## config.mk

```make
export PLATFORM = sky130hd
export DESIGN_NAME = mips_fetch_unit_flat
export DESIGN_NICKNAME = d
export VERILOG_FILES = /design/src/rtl/mips_fetch_unit_if.sv /design/src/rtl/mips_fetch_unit.sv /design/src/flat_wrapper.sv
export SDC_FILE = /design/constraint.sdc
export NUM_CORES = 1
export LEC_CHECK = 0
export ABC_AREA = 0
export BUFFER_PORTS_ARGS = -buffer_cell sky130_fd_sc_hd__buf_4
export CAP_MARGIN = 20
export CORE_UTILIZATION = 35
export CTS_BUF_LIST = sky130_fd_sc_hd__clkbuf_4
export DETAILED_ROUTE_END_ITERATION = 8
export GPL_ROUTABILITY_DRIVEN = 1
export PLACE_DENSITY_LB_ADDON = 0.05
export REMOVE_ABC_BUFFERS = 1
export SYNTH_ARGS = -nofsm -noshare
export SYNTH_HDL_FRONTEND = slang
export SYNTH_SLANG_ARGS = --single-unit
```

## constraint.sdc

```tcl
create_clock -name clk -period 3.7 [get_ports clk]
set_clock_uncertainty 0.15 [all_clocks]
set_input_delay 0.185 -clock clk [delete_from_list [all_inputs] [get_ports clk]]
set_output_delay 0.185 -clock clk [all_outputs]
set_load 0.03 [all_outputs]
```

## src/rtl/mips_fetch_unit_if.sv

```systemverilog
// rtl/mips_fetch_unit_if.sv - fetch unit bundle: memory bus 0, redirect request and decode handshake
interface mips_fetch_unit_if #(
  parameter int N = 32
);
  logic [N-1:0] mem_addr;
  logic         mem_wr_ena;
  logic [N-1:0] mem_din;
  logic [N-1:0] mem_dout;
  logic         redirect_valid;
  logic [N-1:0] redirect_pc;
  logic         inst_valid;
  logic         inst_ready;
  logic [N-1:0] inst_out;
  logic [N-1:0] inst_pc;

  modport master (
    output mem_addr, mem_wr_ena, mem_din, inst_valid, inst_out, inst_pc,
    input  mem_dout, redirect_valid, redirect_pc, inst_ready
  );

  modport slave (
    input  mem_addr, mem_wr_ena, mem_din, inst_valid, inst_out, inst_pc,
    output mem_dout, redirect_valid, redirect_pc, inst_ready
  );
endinterface

```

## src/rtl/mips_fetch_unit.sv

```systemverilog
// rtl/mips_fetch_unit.sv - instruction fetch: PC sequencing, one read per cycle, 4-entry queue to decode
module mips_fetch_unit #(
  parameter int           N        = 32,
  parameter logic [N-1:0] RESET_PC = 32'h4000_0000,
  parameter int           Q_DEPTH  = 4
) (
  input  logic             clk,
  input  logic             rstb,
  mips_fetch_unit_if.master bus
);
  localparam int PW = $clog2(Q_DEPTH);
  localparam int CW = PW + 1;

  logic [N-1:0]  fetch_pc_q, fetch_pc_d;
  logic          pending_q, pending_d;
  logic [N-1:0]  pending_pc_q, pending_pc_d;
  logic [N-1:0]  q_inst_q [Q_DEPTH];
  logic [N-1:0]  q_inst_d [Q_DEPTH];
  logic [N-1:0]  q_pc_q   [Q_DEPTH];
  logic [N-1:0]  q_pc_d   [Q_DEPTH];
  logic [PW-1:0] rd_ptr_q, rd_ptr_d;
  logic [PW-1:0] wr_ptr_q, wr_ptr_d;
  logic [CW-1:0] count_q, count_d;

  logic [CW:0]   occupancy;
  logic          credit;
  logic          issue;
  logic          push;
  logic          pop;

  // Credit counts the in-flight read too, so a returning word always has a slot.
  // A pop this cycle is deliberately not credited back until next cycle.
  always_comb begin
    occupancy = {1'b0, count_q} + {{CW{1'b0}}, pending_q};
    credit    = (occupancy <= (CW + 1)'(Q_DEPTH - 1));
    issue     = ~rstb & ~bus.redirect_valid & credit;
    push      = pending_q & ~bus.redirect_valid;
    pop       = (count_q != '0) & bus.inst_ready;
  end

  always_comb begin
    fetch_pc_d   = fetch_pc_q;
    pending_d    = 1'b0;
    pending_pc_d = pending_pc_q;
    q_inst_d     = q_inst_q;
    q_pc_d       = q_pc_q;
    rd_ptr_d     = rd_ptr_q;
    wr_ptr_d     = wr_ptr_q;
    count_d      = count_q;

    if (bus.redirect_valid) begin
      // Flush drops the returning word and everything queued; low PC bits kept as given.
      fetch_pc_d = bus.redirect_pc;
      rd_ptr_d   = '0;
      wr_ptr_d   = '0;
      count_d    = '0;
    end else begin
      if (issue) begin
        pending_d    = 1'b1;
        pending_pc_d = fetch_pc_q;
        fetch_pc_d   = fetch_pc_q + N'(4);
      end
      if (push) begin
        q_inst_d[wr_ptr_q] = bus.mem_dout;
        q_pc_d[wr_ptr_q]   = pending_pc_q;
        wr_ptr_d           = wr_ptr_q + PW'(1);
      end
      if (pop) begin
        rd_ptr_d = rd_ptr_q + PW'(1);
      end
      case ({push, pop})
        2'b10:   count_d = count_q + CW'(1);
        2'b01:   count_d = count_q - CW'(1);
        default: count_d = count_q;
      endcase
    end
  end

  always_ff @(posedge clk) begin
    if (rstb) begin
      fetch_pc_q   <= RESET_PC;
      pending_q    <= 1'b0;
      pending_pc_q <= '0;
      rd_ptr_q     <= '0;
      wr_ptr_q     <= '0;
      count_q      <= '0;
      for (int i = 0; i < Q_DEPTH; i++) begin
        q_inst_q[i] <= '0;
        q_pc_q[i]   <= '0;
      end
    end else begin
      fetch_pc_q   <= fetch_pc_d;
      pending_q    <= pending_d;
      pending_pc_q <= pending_pc_d;
      rd_ptr_q     <= rd_ptr_d;
      wr_ptr_q     <= wr_ptr_d;
      count_q      <= count_d;
      q_inst_q     <= q_inst_d;
      q_pc_q       <= q_pc_d;
    end
  end

  assign bus.mem_addr   = fetch_pc_q;
  assign bus.mem_wr_ena = 1'b0;
  assign bus.mem_din    = '0;
  assign bus.inst_valid = (count_q != '0);
  assign bus.inst_out   = q_inst_q[rd_ptr_q];
  assign bus.inst_pc    = q_pc_q[rd_ptr_q];
endmodule

```

## src/flat_wrapper.sv

```systemverilog
// flat-port wrapper written by rule: the top's interface ports become plain ports
module mips_fetch_unit_flat 
#(
  parameter int           N        = 32,
  parameter logic [N-1:0] RESET_PC = 32'h4000_0000,
  parameter int           Q_DEPTH  = 4
)
  (clk, rstb, bus_mem_addr, bus_mem_wr_ena, bus_mem_din, bus_inst_valid, bus_inst_out, bus_inst_pc, bus_mem_dout, bus_redirect_valid, bus_redirect_pc, bus_inst_ready);
  mips_fetch_unit_if #(.N(N)) bus_i ();
  input  logic clk;
  input  logic rstb;
  output wire logic [$bits(bus_i.mem_addr)-1:0] bus_mem_addr;
  output wire logic [$bits(bus_i.mem_wr_ena)-1:0] bus_mem_wr_ena;
  output wire logic [$bits(bus_i.mem_din)-1:0] bus_mem_din;
  output wire logic [$bits(bus_i.inst_valid)-1:0] bus_inst_valid;
  output wire logic [$bits(bus_i.inst_out)-1:0] bus_inst_out;
  output wire logic [$bits(bus_i.inst_pc)-1:0] bus_inst_pc;
  input wire logic [$bits(bus_i.mem_dout)-1:0] bus_mem_dout;
  input wire logic [$bits(bus_i.redirect_valid)-1:0] bus_redirect_valid;
  input wire logic [$bits(bus_i.redirect_pc)-1:0] bus_redirect_pc;
  input wire logic [$bits(bus_i.inst_ready)-1:0] bus_inst_ready;
  assign bus_mem_addr = bus_i.mem_addr;
  assign bus_mem_wr_ena = bus_i.mem_wr_ena;
  assign bus_mem_din = bus_i.mem_din;
  assign bus_inst_valid = bus_i.inst_valid;
  assign bus_inst_out = bus_i.inst_out;
  assign bus_inst_pc = bus_i.inst_pc;
  assign bus_i.mem_dout = bus_mem_dout;
  assign bus_i.redirect_valid = bus_redirect_valid;
  assign bus_i.redirect_pc = bus_redirect_pc;
  assign bus_i.inst_ready = bus_inst_ready;
  mips_fetch_unit #(.N(N), .RESET_PC(RESET_PC), .Q_DEPTH(Q_DEPTH)) u_core (.clk(clk), .rstb(rstb), .bus(bus_i));
endmodule
```

# == After elaboration in Yosys (flattened, before gate mapping) ==
# Index checks and enable logic that the tools add are counted.
# word_totals
inputBits,68
ff_bits,328
out_inout_bits,130
word_cells,55
# op_classes
n_reduce_logical,7
bitwise_logic,8
order_cmp,4
muxes,14
add_sub_neg,6
eq_ne,2
# op_table
op,count
$bwmux 128,2
$mux 32,7
$bmux 32 s2,2
$demux 32 s2,1
$add 32x3->32 const B,1
$ge 3x3->1 const B,2
$not 2->3,2
$pmux 3 s2,1
$add 2x1->2 const B,2
$add 3x1->4,1
$and 1x1->1,4
$le 4x2->1 const B,1
$reduce_and 2->1,2
$reduce_bool 2->1,2
$add 3x1->3 const B,1
$lt 3x1->1 const B,1
$reduce_bool 3->1,1
$sub 3x1->3 const B,1
$eq 2x1->1 const B,1
$eq 2x2->1 const B,1
$not 1->1,2
$reduce_or 2->1,1
$logic_and 1x1->1,1
$mux 1,1

# == Longest topological paths before layout ==
# Gate-level depths: netlist of the first run.
# depth
word_depth,6
mapped_depth,10
mapped_depth_nobuf,8

# == Worst setup path before layout of the first run ==
# Ideal clock, no wire load.
# synth_path
kind,register to register
startpoint,reg u_core.count_q[0]
endpoint,reg u_core.count_q[2]
path_slack_ns,1.437
setup_ns,0.070
required_time_ns,3.480
arrival_time_ns,2.043
n_path_buf,0
stages_incl_launch_ff,9
cell_sequence,dfxtp_1 or3_1 and2_1 ha_1 inv_1 fa_1 xor2_1 or3_1 a21oi_1
# synth_between
elab_chain_cells,4
# synth_lines
item,line_no,rtl
from (decl),mips_fetch_unit.sv:23,"logic [CW-1:0] count_q, count_d;"
from (signal assigned),mips_fetch_unit.sv:97,count_q <= count_d;
$reduce_bool 3->1 *,--,
net bus_inst_valid,flat_wrapper.sv:15,output wire logic [$bits(bus_i.inst_valid)-1:0] bus_inst_valid;
$and 1x1->1 *,mips_fetch_unit.sv:38,pop = (count_q != '0) & bus.inst_ready;
net u_core.pop,mips_fetch_unit.sv:29,logic pop;
$eq 2x1->1 or $eq 2x2->1 (tied branches),mips_fetch_unit.sv:71,"case ({push, pop})"
$pmux 3 s2 or $reduce_bool 2->1 (tied branches),--,
# Mark *: on every way through the listed nets, which the timed path passes. The rest lies on a longest branch.
# A chain may end at the register's enable or synchronous reset.

# == Worst setup path after layout of the first run ==
# layout_path
startpoint,"reg u_core.fetch_pc_q[2], in the netlist u_core.bus.mem_addr[2]"
endpoint,"reg u_core.fetch_pc_q[16], in the netlist u_core.bus.mem_addr[16]"
# layout_between
elab_chain_cells,3
# layout_lines
item,line_no,rtl
from (decl),mips_fetch_unit.sv:14,"logic [N-1:0] fetch_pc_q, fetch_pc_d;"
from (signal assigned),mips_fetch_unit.sv:92,fetch_pc_q <= fetch_pc_d;
$add 32x3->32,mips_fetch_unit.sv:61,fetch_pc_d = fetch_pc_q + N'(4);
$mux 32,mips_fetch_unit.sv:58,if (issue) begin
$mux 32,mips_fetch_unit.sv:51,if (bus.redirect_valid) begin
# Every way passes these cells. The select of a mux whose other input is x is not followed.

==> results of run 1 <==
[kinds of logic after synthesis]
family                     count (synthesis)  share of synthesized area [%]
AOI/OAI and AO/OA                        367                           14.0
xor gates and xnor gates                  12                          0.764
DFF                                      328                           47.7
other                                      1                         0.0273
and+or+nand+nor                          689                           20.4
adders and majority gates                  7                          0.691
muxes                                     68                           10.8
buffers and inverters                    168                           5.62
[power by group through the flow]
stage | sequential (mW) | combinational, mW | clock, mW
final | 3.65 | 0.587 | 3.23
after detailed placement | 3.73 | 0.503 | 0
after floorplan | 3.75 | 0.201 | 0
after global placement | 3.73 | 0.501 | 0
after CTS | 3.65 | 0.590 | 3.36
after global routing | 3.66 | 0.630 | 3.56
[sequential cells by signal (all words and copies together), names as in the netlist]
name,flops
u_core.q_pc_q,128
u_core.pending_q,1
u_core.rd_ptr_q,2
u_core.q_inst_q,128
u_core.bus.mem_addr,32
u_core.pending_pc_q,32
u_core.count_q,3
u_core.wr_ptr_q,2
[routing by layer]
layer / routed length [um] / vias up / track usage [%]
met5: 0 / - / 0
met4: 626 / 0 / 6.76
met3: 2290 / 49 / 4.20
met2: 20300 / 336 / 34.8
met1: 20400 / 5908 / 29.3
li1: - / 6027 / -
[area by class of cell]
type | count | area, um2
diodes | 1 | 2.50
well taps | 518 | 648
multi-input cells | 1176 | 6580
clock buffers | 142 | 1070
inverters | 12 | 45.0
clock inverters | 13 | 48.8
flip-flops and latches | 328 | 6570
fillers | 3952 | 21400
repair buffers | 280 | 2400
[metrics by stage]
step / cell area, um2 / setup slack (ns) / instances / hold WS, ns
after floorplan: 13100 / -0.0514 / 1516 / 0.104
after global placement: 15200 / 1.28 / 2213 / 0.289
after detailed placement: 15200 / 1.26 / 2213 / 0.295
after CTS: 17400 / 0.438 / 2469 / 0.0114
after global routing: 17400 / 0.214 / 2470 / 0.0868
final: 17400 / 0.367 / 2470 / 0.0764
[path summary, 6_finish.rpt]
kind | to | start | slack [ns]
hold / removal | u_core.bus.mem_addr[19] | bus_redirect_valid | 0.08
hold reg to reg | u_core.q_pc_q[8] | u_core.q_pc_q[8] | 0.30
setup reg to reg | u_core.bus.mem_addr[16] | u_core.bus.mem_addr[2] | 0.37
setup / recovery | u_core.bus.mem_addr[16] | u_core.bus.mem_addr[2] | 0.37
[worst reg2reg max path, delay by kind of cell, from the launching register on]
family / cells / cell delay, ns
AO/OA/AOI/OAI: 2 / 0.26
AND/OR/NAND/NOR: 3 / 1.00
buffers and inverters: 2 / 1.15
adder cells (fa/ha/maj): 1 / 0.25
flip-flops: 1 / 0.45
[layout by cell type, fill, tap and decap left out, drive strengths merged, types with 2 or more instances in the layout]
cell	n
a21oi	317
a22oi	6
a31oi	10
a32oi	5
and2	12
and3	7
and4	2
buf	179
clkbuf	142
clkinv	13
conb	33
dfxtp	328
dlygate4sd3	101
ha	6
inv	12
mux2i	3
mux4	64
nand2	596
nand3	13
nand4	10
nor2	23
nor2b	6
nor3	6
nor4	4
o211ai	4
o21ai	12
o22ai	7
o311ai	2
or3	6
xnor2	2
xor2	10
==> metrics, run 1 <==
CP Capture Type flip-flop; most frequent cells after synthesis nand2_1 (596), dfxtp_1 (328), a21oi_1 (317), clkbuf_1 (104), mux4_2 (64); share of the synthesized area in the top cell type 47.7%; Initial Util 35.5%; WP depth 8; ys async rst share 0%; # H-tree levels 3; Comb power frac 7.9%; clock power share 43.2%; first-pass detailed-route iteration total 5; layout cell share with drive strength beyond 1 20.7%; Synth warnings 0; post-synthesis register bit count 328; final hold vios 0; # port buffers 164; IO Pins 198; max-cap violations 0; largest net degree at the start of global routing 106; CTS resizes 0; Synth area leader dfxtp_1; hold crit path type primary input to flip-flop; WP buf/inv 2; Clk Tree Root Cell clkbuf_4; Worst path max stage delay 0.59 ns; Synth-to-Final Area Change 26.2%; RSZ-0062 raised after global routing false; Final TNS setup 0 ns; P_sw 1.93 mW; antenna violations before repair 1; Die Span Y 200 um; Synth area leaders dfxtp_1 (48%), nand2_1 (16%), a21oi_1 (12%), mux4_2 (10%), clkbuf_1 (2.8%); CP startpoint kind flip-flop; # DRC 0; R2R depth 8; VDD IR max 0.196 mV; Final Max Slew Viols 0; post-synthesis sequential area ratio 47.7%; LEAKAGE 6.18 nW; DRT Wirelength 43600 um; Setup-failing EPs final 0; cell mode on critical path dlygate4sd3_1; Std-Cell Rows 72; Worst-path clk slew 0.06 ns; global-route wire length before repair 68900 um; family with the most delay on the worst path buffers and inverters; antenna-violating nets left 0; initial drt markers 639; CTS Buffer Depth 3; All-Layer GR Usage 21.7%; core area 38700 um2; Slew headroom 31.6%; synth unique cells 45; cells after synthesis 1640; post-route clock period utilization 90.1%; Post-synth EDFFs 0; Hold Path Depth 4; status completed; clock latency on the worst-skew pair 0.76 ns; Power Density 430 nW/um2; hold_buf cts 101; Fmax 0.300 GHz; clk sink count 328; Via Count 12300; fin nets 1966; total grt overflow 0; count leader, synth nand2_1; vias in the first global route 12300; Slowest-stage cell, CP dlygate4sd3_1; critical path class flip-flop to flip-flop; CP max FO 9; Syn Area/Cell 8.39 um2; postcts setup bufs 0; ys flop type dfxtp_1; final worst path period need 3.33 ns; Slew @ Worst Pin 1.03 ns; Final HPWL DP 24200 um; GP Congestion 0.728; Flop pwr share 48.9%; crit-path cells ha_1 > nand3_1 > nor4_4 > and2_1 > a32oi_1 > dlygate4sd3_1 > a21oi_1 > dlygate4sd3_1; switching share of power 25.9%; Crit path arrival time 3.87 ns; CTS tree done; die width 200 um; routed wire length per instance 17.7 um; Mapped Area 13800 um2; final total power 7.47 mW; Post-Route Utilization 44.8%; vias per inst 4.99; CP required 4.24 ns; Pint 5.53 mW; CTS Buf Count 93; Die Area 40100 um2
Note: power is estimated with default switching activity, not from simulation.
==> run 2: changes to the inputs <==
--- a/config.mk
+++ b/config.mk
@@ -8,12 +8,13 @@
 export ABC_AREA = 0
 export BUFFER_PORTS_ARGS = -buffer_cell sky130_fd_sc_hd__buf_4
 export CAP_MARGIN = 20
+export CORE_ASPECT_RATIO = 0.7
 export CORE_UTILIZATION = 35
 export CTS_BUF_LIST = sky130_fd_sc_hd__clkbuf_4
 export DETAILED_ROUTE_END_ITERATION = 8
 export GPL_ROUTABILITY_DRIVEN = 1
 export PLACE_DENSITY_LB_ADDON = 0.05
-export REMOVE_ABC_BUFFERS = 1
+export SKIP_CTS_REPAIR_TIMING = 1
 export SYNTH_ARGS = -nofsm -noshare
 export SYNTH_HDL_FRONTEND = slang
 export SYNTH_SLANG_ARGS = --single-unit
==> metrics, run 2 (synthesis results as in run 1) <==
DP Area 15300 um2 (was 15200 um2); placed insts 2231 (was 2213); routed wire length per instance 17.3 um (was 17.7 um); VDD IR max 0.165 mV (was 0.196 mV); Pint 5.47 mW (was 5.53 mW); Multi-input gate area 6560 um2 (was 6580 um2); clock latency on the worst-skew pair 0.75 ns (was 0.76 ns); DRT Wirelength 42800 um (was 43600 um); antenna violations before repair 1 (unchanged); CTS Buf Count 87 (was 93); Initial Util 35.7% (was 35.5%); fill count 3937 (was 3952); Crit path arrival time 3.97 ns (was 3.87 ns); global-route wire length before repair 65700 um (was 68900 um); RR Startpoint u_core.bus.mem_addr[10] (was u_core.bus.mem_addr[2]); final total power 7.39 mW (was 7.47 mW); status complete, but fails checks (was completed); clock power share 42.7% (was 43.2%); commonest cells after routing, fill and taps aside nand2_1 (591), dfxtp_1 (326), a21oi_1 (317) (unchanged); failing checks hold timing; initial drt markers 775 (was 639); CTS Buffer Depth 3 (unchanged); final worst path period need 3.43 ns (was 3.33 ns); Slowest-stage cell, CP nor4_4 (was dlygate4sd3_1); Post-Route Utilization 44.9% (was 44.8%); vias per inst 4.92 (was 4.99); Die Area 40100 um2 (about the same); Via Count 12200 (was 12300); CTS tree done (unchanged); Worst path max stage delay 0.64 ns (was 0.59 ns); reg-to-reg endpoint u_core.bus.mem_addr[16] (unchanged); final instance area 17300 um2 (was 17400 um2); # H-tree levels 3 (unchanged); P_sw 1.92 mW (was 1.93 mW); # DRC 0 (unchanged); switching share of power 25.9% (about the same); # port buffers 164 (unchanged); Min Hold Slack -0.0179 ns (was 0.0764 ns); Fmax 0.291 GHz (was 0.300 GHz); LEAKAGE 6.14 nW (was 6.18 nW); antenna-violating nets left 0 (unchanged); layout cell share with drive strength beyond 1 21.2% (was 20.7%); Slew @ Worst Pin 1.09 ns (was 1.03 ns); Die Span Y 168 um (was 200 um); final hold vios 2 (was 0); Slew headroom 27.6% (was 31.6%); All-Layer GR Usage 21.0% (was 21.7%); Worst Hold Path EP u_core.bus.mem_addr[9] (was u_core.bus.mem_addr[19]); Hold Path Depth 4 (unchanged); R2R Setup Slk 0.27 ns (was 0.37 ns); CP max FO 9 (unchanged); Clk Tree Root Cell clkbuf_4 (unchanged); first-pass detailed-route iteration total 5 (unchanged); RSZ-0062 raised after global routing false (unchanged); Regs by FF count u_core.q_inst_q x128, u_core.q_pc_q x128 (unchanged); Flop pwr share 49.4% (was 48.9%); total grt overflow 0 (unchanged); Setup-failing EPs final 0 (unchanged); most common cell after layout, fill and taps aside nand2_1 (unchanged); Final Max Slew Viols 0 (unchanged); die width 239 um (was 200 um); GP Congestion 0.771 (was 0.728); post-route clock period utilization 92.8% (was 90.1%); fin nets 1964 (was 1966); CP required 4.23 ns (was 4.24 ns); Sequential Area 6570 um2 (unchanged); clk sink count 328 (unchanged); CP Capture Type flip-flop (unchanged); hold crit path type primary input to flip-flop (unchanged); Synth-to-Final Area Change 26.0% (was 26.2%); CP startpoint kind flip-flop (unchanged); core area 38600 um2 (was 38700 um2); critical path class flip-flop to flip-flop (unchanged); Comb power frac 7.9% (about the same); Power Density 426 nW/um2 (was 430 nW/um2); R2R depth 7 (was 8); Worst-path clk slew 0.06 ns (about the same); max-cap violations 0 (unchanged); crit-path cells nand4_1 > nor4_4 > and2_1 > a32oi_1 > dlygate4sd3_1 > a21oi_1 > dlygate4sd3_1 (was ha_1 > nand3_1 > nor4_4 > and2_1 > a32oi_1 > dlygate4sd3_1 > a21oi_1 > dlygate4sd3_1); largest net degree at the start of global routing 100 (was 106); Cell Count, Final, Fillers Out 2476 (was 2470); cell mode on critical path dlygate4sd3_1 (unchanged); Std-Cell Rows 60 (was 72); IO Pins 198 (unchanged); min-delay src bus_redirect_valid (unchanged); Final TNS setup 0 ns (unchanged); Final HPWL DP 25100 um (was 24200 um); vias in the first global route 11400 (was 12300)
[run 2: power by group through the flow]
stage	combinational, mW	sequential, mW	clock [mW]
CTS	0.502	3.65	3.27
floorplan	0.293	3.74	0
global placement	0.501	3.73	0
finish	0.582	3.65	3.16
global route	0.625	3.65	3.46
detailed placement	0.501	3.73	0
[run 2: critical path, delay by kind of cell, from the launching register on]
kind / cells / cell delay (ns)
simple gates: 3 / 1.31
flops: 1 / 0.53
buf+inv: 2 / 1.14
compound gates: 2 / 0.25
[run 2: final cells by class]
type | instances | area share, %
Inverter | 12 | 0.260
Clock inverter | 11 | 0.245
Clock buffer | 137 | 5.93
Multi-Input combinational cell | 1176 | 37.8
Tap cell | 527 | 3.80
Timing Repair Buffer | 284 | 14.0
Antenna cell | 1 | 0.0144
Sequential cell | 328 | 37.9
[run 2: layer usage]
metal / vias to the layer above / share of wire [%] / GRT usage [%] / routed length, um
li1: 6030 / - / - / -
met1: 5848 / 48 / 29.7 / 20600
met2: 245 / 46 / 31.8 / 19500
met3: 55 / 4.6 / 4.39 / 1980
met4: 0 / 1.6 / 6.52 / 693
met5: - / 0 / 0 / 0
[run 2: worst max-delay path by stage]
stage	startpoint	endpoint	slack, ns	cells past startpoint
global route	u_core.bus.mem_addr[2]	u_core.bus.mem_addr[16]	0.13	8
floorplan	u_core.count_q[0]	u_core.count_q[2]	1.44	8
CTS	u_core.rd_ptr_q[0]	bus_inst_out[4]	0.53	3
detailed placement	bus_redirect_valid	u_core.q_inst_q[41]	1.19	6
global placement	bus_redirect_valid	u_core.count_q[2]	1.25	9
finish	u_core.bus.mem_addr[10]	u_core.bus.mem_addr[16]	0.27	7
[run 2: metrics by stage]
stage | worst slack [ns] | hold WS, ns
3_5_place_dp | 1.19 | 0.278
2_1_floorplan | 1.44 | 0.171
5_1_grt | 0.130 | 0.000309
4_1_cts | 0.530 | -0.555
6_report | 0.268 | -0.0179
3_3_place_gp | 1.25 | 0.289
==> run 3: changes to the inputs <==
--- a/config.mk
+++ b/config.mk
@@ -13,6 +13,7 @@
 export CTS_BUF_LIST = sky130_fd_sc_hd__clkbuf_4
 export DETAILED_ROUTE_END_ITERATION = 8
 export GPL_ROUTABILITY_DRIVEN = 1
+export HOLD_SLACK_MARGIN = 0.03
 export PLACE_DENSITY_LB_ADDON = 0.05
 export SKIP_CTS_REPAIR_TIMING = 1
 export SYNTH_ARGS = -nofsm -noshare
==> constraint.sdc (replaced) <==
create_clock -name clk -period 4.2 [get_ports clk]
set_clock_uncertainty 0.15 [all_clocks]
set_input_delay 0.21 -clock clk [delete_from_list [all_inputs] [get_ports clk]]
set_output_delay 0.21 -clock clk [all_outputs]
set_load 0.03 [all_outputs]
==> metrics, run 3 (synthesis results as in run 1) <==
Comb power frac 8.1% (was 7.9%); Place WS 1.51 ns (was 1.19 ns); hold crit path type primary input to flip-flop (unchanged); antenna-violating nets left 0 (unchanged); final hold vios 0 (was 2); Final TNS setup 0 ns (unchanged); Std-Cell Rows 60 (unchanged); All-Layer GR Usage 21.5% (was 21.0%); DP Area 15300 um2 (about the same); CP Capture Type flip-flop (unchanged); most common cell after layout, fill and taps aside nand2_1 (unchanged); switching share of power 26.1% (was 25.9%); RSZ-0062 raised after global routing false (unchanged); VDD IR max 0.125 mV (was 0.165 mV); DRT Wirelength 43400 um (was 42800 um); GP Congestion 0.753 (was 0.771); clk sink count 328 (unchanged); Final HPWL DP 24800 um (was 25100 um); Clk Tree Root Cell clkbuf_4 (unchanged); CP required 4.76 ns (was 4.23 ns); # port buffers 164 (unchanged); layout cell share with drive strength beyond 1 20.6% (was 21.2%); antenna violations before repair 1 (unchanged); P_sw 1.67 mW (was 1.92 mW); CP max FO 9 (unchanged); Worst-path clk slew 0.07 ns (was 0.06 ns); Setup-failing EPs final 0 (unchanged); Cell Count, Final, Fillers Out 2467 (was 2476); vias in the first global route 11700 (was 11400); fill count 3931 (was 3937); global-route wire length before repair 67400 um (was 65700 um); core area 38600 um2 (unchanged); Initial Util 35.7% (unchanged); Via Count 12300 (was 12200); Synth-to-Final Area Change 26.1% (was 26.0%); Die Span Y 168 um (unchanged); CTS Buf Count 84 (was 87); CP startpoint kind flip-flop (unchanged); first-pass detailed-route iteration total 5 (unchanged); Slew headroom 39.3% (was 27.6%); final worst path period need 3.57 ns (was 3.43 ns); routed wire length per instance 17.6 um (was 17.3 um); largest net degree at the start of global routing 189 (was 100); commonest cells after routing, fill and taps aside nand2_1 (591), dfxtp_1 (326), a21oi_1 (317) (unchanged); final instance area 17300 um2 (about the same); fin nets 1964 (unchanged); post-route clock period utilization 85.0% (was 92.8%); placed insts 2225 (was 2231); Fmax 0.280 GHz (was 0.291 GHz); Final Max Slew Viols 0 (unchanged); vias per inst 5.00 (was 4.92); CTS Buffer Depth 3 (unchanged); Power Density 369 nW/um2 (was 426 nW/um2); IO Pins 198 (unchanged); LEAKAGE 6.13 nW (was 6.14 nW); clock latency on the worst-skew pair 0.77 ns (was 0.75 ns); Slew @ Worst Pin 0.910 ns (was 1.09 ns); Regs by FF count u_core.q_inst_q x128, u_core.q_pc_q x128 (unchanged); max-cap violations 0 (unchanged); total grt overflow 0 (unchanged); die width 239 um (unchanged); status completed (was complete, but fails checks); Worst Slack Setup Final 0.628 ns (was 0.268 ns); critical path class flip-flop to flip-flop (unchanged); Pint 4.74 mW (was 5.47 mW); Crit path arrival time 4.13 ns (was 3.97 ns); clock power share 41.8% (was 42.7%); # H-tree levels 3 (unchanged); Die Area 40100 um2 (unchanged); Flop pwr share 50.2% (was 49.4%); # DRC 0 (unchanged); initial drt markers 878 (was 775); CTS tree done (unchanged)
==> run 3: cell count changes in the layout (fill, tap and decap cells not counted), sizes merged <==
| cell | previous run | this run |
|---|---|---|
| clkbuf | 137 | 129 |
| buf | 188 | 182 |
| dlygate4sd3 | 96 | 105 |
| clkinvlp | 0 | 1 |
| clkinv | 7 | 2 |
==> run 3: through the flow <==
stage	hold slack (ns)	power, mW	utilization, %
after floorplan	0.196	3.55	-
after global placement	0.289	3.72	39.6
after detailed placement	0.294	3.73	39.6
after CTS	-0.525	6.42	42.2
after global routing	0.0482	6.72	45.0
final	0.0488	6.41	45.0
==> run 3: power groups by stage <==
stage | clock network, mW | registers, mW | logic (mW)
after global placement | 0 | 3.28 | 0.441
after CTS | 2.77 | 3.21 | 0.443
after global routing | 2.94 | 3.22 | 0.558
final | 2.68 | 3.21 | 0.518
after detailed placement | 0 | 3.28 | 0.443
after floorplan | 0 | 3.30 | 0.258
==> run 3: path summary, 6_finish.rpt <==
check	from	end	slack, ns	cells after the start
setup / recovery	u_core.bus.mem_addr[2]	u_core.bus.mem_addr[16]	0.63	8
hold / removal	bus_redirect_valid	u_core.bus.mem_addr[22]	0.05	4
setup reg to reg	u_core.bus.mem_addr[2]	u_core.bus.mem_addr[16]	0.63	8
hold reg to reg	u_core.q_pc_q[74]	u_core.q_pc_q[74]	0.30	2
==> run 3: routing by layer <==
metal | GRT usage (%) | part of all wire (%)
met4 | 5.55 | 1.6
met3 | 4.66 | 5.1
met5 | 0 | 0
met2 | 32.6 | 46
met1 | 30.8 | 48
==> run 3: critical path: stages, from the launching register on <==
cell           delay (ns)
dfxtp_1              0.55
ha_1                 0.30
nand3_1              0.21
nor4_4               0.62
and2_1               0.30
a32oi_1              0.11
dlygate4sd3_1        0.58
a21oi_1              0.16
dlygate4sd3_1        0.57
==> run 3: cell type report <==
type	count	area (um2)	share of cell area [%]
Antenna cell	1	2.50	0.0144
Clock buffer	129	968	5.58
Clock inverter	7	30.0	0.173
Inverter	12	45.0	0.260
Multi-Input combinational cell	1176	6560	37.8
Sequential cell	328	6570	37.9
Tap cell	527	659	3.80
Timing Repair Buffer	287	2510	14.5
